$ cat config.mk
export PLATFORM = sky130hd
export DESIGN_NAME = lgn_frame_sequencer
export DESIGN_NICKNAME = d
export VERILOG_FILES = /design/src/rtl/lgn_seq_pkg.sv /design/src/rtl/lgn_frame_sequencer.sv
export SDC_FILE = /design/constraint.sdc
export NUM_CORES = 1
export LEC_CHECK = 0
export CAP_MARGIN = 20
export CORE_MARGIN = 1.5
export CORE_UTILIZATION = 41
export DETAILED_ROUTE_END_ITERATION = 10
export PLACE_DENSITY = 0.7
export SLEW_MARGIN = 30
export SYNTH_ARGS = -nofsm -noshare
export SYNTH_HDL_FRONTEND = slang
export SYNTH_SLANG_ARGS = --single-unit
$ cat constraint.sdc
create_clock -name clk -period 1.6 [get_ports clk]
set_input_delay 0.32 -clock clk [delete_from_list [all_inputs] [get_ports clk]]
set_output_delay 0.32 -clock clk [all_outputs]
set_load 0.05 [all_outputs]
$ cat src/rtl/lgn_seq_pkg.sv
// ---------------------------------------------------------------------------
// lgn_seq_pkg
// Shared types and default constants for the lgn frame sequencer.
//   seq_state_e     : sequencer FSM states (LOAD, DRAIN, HOLD)
//   LGN_DATA_W      : default pixel byte width (lgn ui_in width)
//   LGN_OUT_W       : default lgn output word width
//   LGN_FRAME_BYTES : default bytes per frame (784 binarized pixels / 8)
//   cnt_width()     : byte counter width for a given frame length
// ---------------------------------------------------------------------------
package lgn_seq_pkg;

  typedef enum logic [1:0] {
    LOAD  = 2'd0,
    DRAIN = 2'd1,
    HOLD  = 2'd2
  } seq_state_e;

  localparam int LGN_DATA_W      = 8;
  localparam int LGN_OUT_W       = 16;
  localparam int LGN_FRAME_BYTES = 98;

  // A one-byte frame still needs a 1-bit counter so the vector stays legal.
  function automatic int cnt_width(input int n_bytes);
    if (n_bytes > 1) begin
      return $clog2(n_bytes);
    end else begin
      return 1;
    end
  endfunction

endpackage

$ cat src/rtl/lgn_frame_sequencer.sv
// ---------------------------------------------------------------------------
// lgn_frame_sequencer
// Sequences one classification frame into the logic-gate-network datapath:
// accepts BYTES_PER_FRAME bytes from a valid/ready source, issues one
// registered lgn write per byte, waits LGN_LATENCY cycles after the last
// write, captures lgn_out and presents it on a valid/ready result port.
//
// Ports:
//   clk, rst           clock, synchronous active-high reset
//   s_data/s_valid     pixel byte stream in
//   s_ready            high only in LOAD (combinational from state)
//   abort              single-cycle frame restart (ignored in HOLD)
//   lgn_data/lgn_we    registered byte and write strobe to lgn
//   lgn_out            lgn result word
//   res_data/res_valid captured result, held until res_ready
//   res_ready          result consumer ready
//   busy               high unless idle in LOAD with no bytes taken
//
// Optional build macro LGN_FRAME_SEQ_STATS_EN adds saturating counters:
//   frames_done (16 b) : result handshakes
//   aborts      (8 b)  : aborts that actually discarded work
// ---------------------------------------------------------------------------
module lgn_frame_sequencer
  import lgn_seq_pkg::*;
#(
  parameter int DATA_W          = LGN_DATA_W,
  parameter int OUT_W           = LGN_OUT_W,
  parameter int BYTES_PER_FRAME = LGN_FRAME_BYTES,
  parameter int LGN_LATENCY     = 4
) (
  input  logic              clk,
  input  logic              rst,
  input  logic [DATA_W-1:0] s_data,
  input  logic              s_valid,
  output logic              s_ready,
  input  logic              abort,
  output logic [DATA_W-1:0] lgn_data,
  output logic              lgn_we,
  input  logic [OUT_W-1:0]  lgn_out,
  output logic [OUT_W-1:0]  res_data,
  output logic              res_valid,
  input  logic              res_ready,
  output logic              busy
`ifdef LGN_FRAME_SEQ_STATS_EN
  ,
  output logic [15:0]       frames_done,
  output logic [7:0]        aborts
`endif
);

  localparam int                CNT_W    = cnt_width(BYTES_PER_FRAME);
  localparam logic [CNT_W-1:0]  LAST_IDX = CNT_W'(BYTES_PER_FRAME - 1);
  localparam logic [7:0]        LAT_INIT = 8'(LGN_LATENCY);

  seq_state_e        r_state;
  logic [CNT_W-1:0]  r_cnt;
  logic [7:0]        r_lat;
  logic              r_lgn_we;
  logic [DATA_W-1:0] r_lgn_data;
  logic              r_res_valid;
  logic [OUT_W-1:0]  r_res_data;

  seq_state_e        w_state;
  logic [CNT_W-1:0]  w_cnt;
  logic [7:0]        w_lat;
  logic              w_lgn_we;
  logic [DATA_W-1:0] w_lgn_data;
  logic              w_res_valid;
  logic [OUT_W-1:0]  w_res_data;
  logic              w_abort_hit;
  logic              w_frame_done;

  // Next-state and next-output logic for the LOAD/DRAIN/HOLD sequencer.
  always_comb begin
    w_state      = r_state;
    w_cnt        = r_cnt;
    w_lat        = r_lat;
    w_lgn_we     = 1'b0;
    w_lgn_data   = r_lgn_data;
    w_res_valid  = r_res_valid;
    w_res_data   = r_res_data;
    w_abort_hit  = 1'b0;
    w_frame_done = 1'b0;

    case (r_state)
      LOAD: begin
        if (abort) begin
          // abort beats s_valid: the same-cycle byte is dropped
          w_cnt       = {CNT_W{1'b0}};
          w_abort_hit = (r_cnt != {CNT_W{1'b0}}) || s_valid;
        end else if (s_valid) begin
          w_lgn_we   = 1'b1;
          w_lgn_data = s_data;
          if (r_cnt == LAST_IDX) begin
            w_cnt   = {CNT_W{1'b0}};
            w_lat   = LAT_INIT;
            w_state = DRAIN;
          end else begin
            w_cnt = r_cnt + CNT_W'(1);
          end
        end else begin
          w_cnt = r_cnt;
        end
      end

      DRAIN: begin
        if (abort) begin
          w_state     = LOAD;
          w_cnt       = {CNT_W{1'b0}};
          w_lat       = 8'd0;
          w_abort_hit = 1'b1;
        end else begin
          // lat was loaded in the cycle of the final lgn_we, so reaching 1
          // here means LGN_LATENCY cycles have elapsed since that write.
          w_lat = r_lat - 8'd1;
          if (r_lat == 8'd1) begin
            w_res_data  = lgn_out;
            w_res_valid = 1'b1;
            w_state     = HOLD;
          end else begin
            w_state = DRAIN;
          end
        end
      end

      HOLD: begin
        if (res_ready && r_res_valid) begin
          w_res_valid  = 1'b0;
          w_state      = LOAD;
          w_frame_done = 1'b1;
        end else begin
          w_state = HOLD;
        end
      end

      default: begin
        w_state     = LOAD;
        w_cnt       = {CNT_W{1'b0}};
        w_lat       = 8'd0;
        w_res_valid = 1'b0;
      end
    endcase
  end

  // State and output registers; rst outranks abort and everything else.
  always_ff @(posedge clk) begin
    if (rst) begin
      r_state     <= LOAD;
      r_cnt       <= {CNT_W{1'b0}};
      r_lat       <= 8'd0;
      r_lgn_we    <= 1'b0;
      r_lgn_data  <= {DATA_W{1'b0}};
      r_res_valid <= 1'b0;
      r_res_data  <= {OUT_W{1'b0}};
    end else begin
      r_state     <= w_state;
      r_cnt       <= w_cnt;
      r_lat       <= w_lat;
      r_lgn_we    <= w_lgn_we;
      r_lgn_data  <= w_lgn_data;
      r_res_valid <= w_res_valid;
      r_res_data  <= w_res_data;
    end
  end

  assign s_ready   = (r_state == LOAD);
  assign busy      = !((r_state == LOAD) && (r_cnt == {CNT_W{1'b0}}));
  assign lgn_we    = r_lgn_we;
  assign lgn_data  = r_lgn_data;
  assign res_valid = r_res_valid;
  assign res_data  = r_res_data;

`ifdef LGN_FRAME_SEQ_STATS_EN
  logic [15:0] r_frames_done;
  logic [7:0]  r_aborts;

  // Saturating frame and effective-abort counters.
  always_ff @(posedge clk) begin
    if (rst) begin
      r_frames_done <= 16'd0;
      r_aborts      <= 8'd0;
    end else begin
      if (w_frame_done && (r_frames_done != 16'hFFFF)) begin
        r_frames_done <= r_frames_done + 16'd1;
      end else begin
        r_frames_done <= r_frames_done;
      end
      if (w_abort_hit && (r_aborts != 8'hFF)) begin
        r_aborts <= r_aborts + 8'd1;
      end else begin
        r_aborts <= r_aborts;
      end
    end
  end

  assign frames_done = r_frames_done;
  assign aborts      = r_aborts;
`endif

endmodule

==> results.md <==
- Summed over all layers, the global routing overflow is 0.
- Counting the buffers created by CTS gives 5.
- IR analysis of the VDD net gives a maximum drop of 457 uV.
- The floorplan has 24 rows.
- The x dimension of the die is 70.1 um.
- The buffer depth of the longest clock path is 2.
- The final count of pins violating max slew is 0.
- The total via count after detailed routing is 1675.
- Using the TritonRoute via totals, the vias-per-cell ratio works out to 4.84.
- In this run the worst path has a maximum fanout of 2.
- Timing would allow up to 0.562 GHz.
- The post-synthesis cell type count is 35.
- Of all cell types, the one taking the most synthesized area is dfxtp_1.
- The final-layout fill cell count is 359.
- The die covers 4920 um^2.
- The number of sinks driven by the clock tree is 43.
- The remaining antenna violation count is 0.
- The core area is 4350 um^2.
- The post-route total power is 2.34 mW.
- The post-placement setup slack is -0.228 ns.
- Once routing completed, OpenROAD measured the worst setup slack at -0.178 ns.
- The max-cap violation count is 0.
- At the worst endpoint, the required time is 1.28 ns.
- The proportion of register bits with asynchronous set or reset after synthesis is 0%.
- In the global route stage, overall resource usage came out at 17.3%.
- The utilization after layout is 66.2%.
- The initial antenna violation count is 0.
- Yosys printed 0 warnings.
- The clock period minus worst slack is 1.78 ns.
- After clock tree synthesis, the clock-pin slew on the worst setup and hold paths is 0.08 ns.
- The clock latency at the later pin of the worst-skew pair is 0.29 ns.
- The length of the first detailed-routing pass in iterations is 4.
- Synthesis handed over a netlist of 205 instances.
- CTS built an H-tree with a depth of 2.
- For the final database, setup skew stands at 0.00393 ns.
- The detailed-placement wirelength estimate is 2930 um.
- The number of enable-type register cells in the synthesized netlist is 0.
- The first global-routing pass estimated 6870 um of wire.
- The number of port buffers is 56.
- Summing every instance area after synthesis gives 1850 um^2.
- For this block, the routed nets add up to 4480 um of wire.
- Entering global routing, the biggest net connects 19 pins.
- The tightest min-delay check is of the flip-flop to flip-flop type.
- The number of top-level pins is 57.
- The initial core utilization is 42.4%.
- The post-synthesis register bit count is 43.
- The net count after synthesis is 239.
- The worst slew margin relative to its limit is 80.1%.
- The category of the worst setup path launch point is a flip-flop.
- The count of endpoints failing setup in the final report is 17.
- In the finished design, the share of the clock period the worst path needs comes to 111%.
- In this run the biggest area consumer among cell types represents 46.6% of the synthesized area.
- The CTS tree is yes.
- The arrival time reported for the critical path endpoint is 1.46 ns.
- The final reports fail on setup timing.
- The via count of the first global-routing pass was 1584.
- A synthesized cell averages 9.01 um^2.
- The final count of hold timing violations came to 0.
- Ranked by instance count, the synthesized netlist is headed by dfxtp_1 (43), nor2_1 (36), nand2_1 (30).
- By area the synthesized netlist is led by dfxtp_1 (47%), mux2i_1 (8.7%), nor2_1 (7.3%).
- The buffer type at the clock tree root is clkbuf_8.
- The power per standard cell area is 813 nW/um^2.
- The net total in the final layout is 327.
- The floorplan step set the die height to 70.1 um.
- The proportion of layout cells with a drive suffix above 1 is 30.6%.
- The leading cell type by number of instances after synthesis is dfxtp_1.
- The cell leakage power is 1.32 nW.
- The flow ran to the end, but the final reports show violations.
- After the first detailed-routing iteration, the DRC count stood at 39.
- The average wire per standard cell is 13.0 um.
- The critical path class is flip-flop to output port.
- From synthesis to final layout, the design area changed by 56.1%.
- The kind of capture point of the worst setup path is an output port.
- For flop-to-flop paths, the worst setup slack is -0.07 ns.
- At the end of routability-driven placement, the weighted congestion stood at 0.768.
- For this run, design rule violations remaining after detail routing come to 0.
- Setup repair after global routing could not meet its margin everywhere.
- The final antenna diode count is 0.
- The total of hold buffers inserted after clock tree synthesis is 0.
- The share of the yosys chip area belonging to registers is 46.6%.
- At the pin with the least slew margin, the transition time is 0.299 ns.
- In the synthesized netlist the dominant register cell turns out to be dfxtp_1.
state kept, by name (all words and copies together), names as in the netlist:
signal / cells
lgn_data: 8
res_valid: 1
r_lat: 8
r_state: 2
res_data: 16
lgn_we: 1
r_cnt: 7
logic make-up (layout without fill, tap and decap cells):
kind of cell / count (synthesis) / in the layout / share of synthesized area, %
simple gates: 89 / 89 / 22.6
flops: 43 / 43 / 46.6
compound gates: 26 / 26 / 8.67
mux: 16 / 16 / 8.67
buf+inv: 14 / 103 / 4.40
xor+xnor: 12 / 12 / 5.69
fa+ha+maj: 5 / 5 / 3.39
critical path, cell delays in order, from the launching register on:
cell and delay (ns):
dfxtp_2 0.33, buf_6 0.11, inv_4 0.04, ha_4 0.10, nor2b_2 0.14, nand4b_1 0.21
buf_12 0.22
cell usage in the layout (no fill, tap or decap), types with 4 or more instances in the layout:
master,instances
buf_4,52
dfxtp_1,37
nor2_1,34
nand2_1,30
clkdlybuf4s50_1,28
mux2i_1,16
a21oi_1,16
xnor2_1,7
xor2_1,5
clkbuf_8,5
buf_6,5
dfxtp_2,5
inv_1,4
nand3_1,4
ha_1,4
final timing paths:
kind,start,to,cells after the start
max reg2reg,r_lat[5],res_data[9],6
min reg2reg,lgn_data[6],lgn_data[6],2
min,lgn_data[6],lgn_data[6],2
max,r_cnt[0],busy,6
report_power, final:
group	internal, mW	total (mW)	switching (mW)	leakage (nW)
logic	0.140	0.268	0.128	0.899
registers	1.08	1.09	0.00711	0.351
clock network	0.624	0.987	0.363	0.0654
routing by layer:
metal	share of wire [%]	up-vias	wire length [um]	global-route usage, %
li1	-	852	-	-
met1	44	771	1960	20.1
met2	49	43	2210	29.9
met3	5.0	9	224	5.48
met4	2.0	0	89	6.41
met5	0	-	0	0
through the flow:
stage / hold WS [ns] / area [um^2] / TNS (ns) / cells
floorplan: 0.456 / 1850 / -0.478 / 205
global placement: 0.443 / 2550 / -3.83 / 327
detailed placement: 0.447 / 2550 / -5.28 / 327
CTS: 0.458 / 2790 / -0.481 / 342
global route: 0.479 / 2880 / -1.86 / 346
finish: 0.461 / 2880 / -0.874 / 346
timing repair:
item / in CTS / in global routing
setup buffers: 7 / 2
resized for setup: 13 / 13
pin swaps: 6 / 5
gates cloned: 0 / 2
setup endpoints to repair: 19 / 30
final cells by class:
| class | instances | area (um^2) | share of cell area (%) |
|---|---|---|---|
| clock buffers | 6 | 72.6 | 2.52 |
| clock inverters | 2 | 60.1 | 2.08 |
| inverters | 6 | 25.0 | 0.868 |
| multi-input cells | 148 | 977 | 33.9 |
| flip-flops and latches | 43 | 871 | 30.2 |
| well taps | 52 | 65.1 | 2.26 |
| repair buffers | 89 | 812 | 28.2 |
Power figures use the tool's default switching activity.
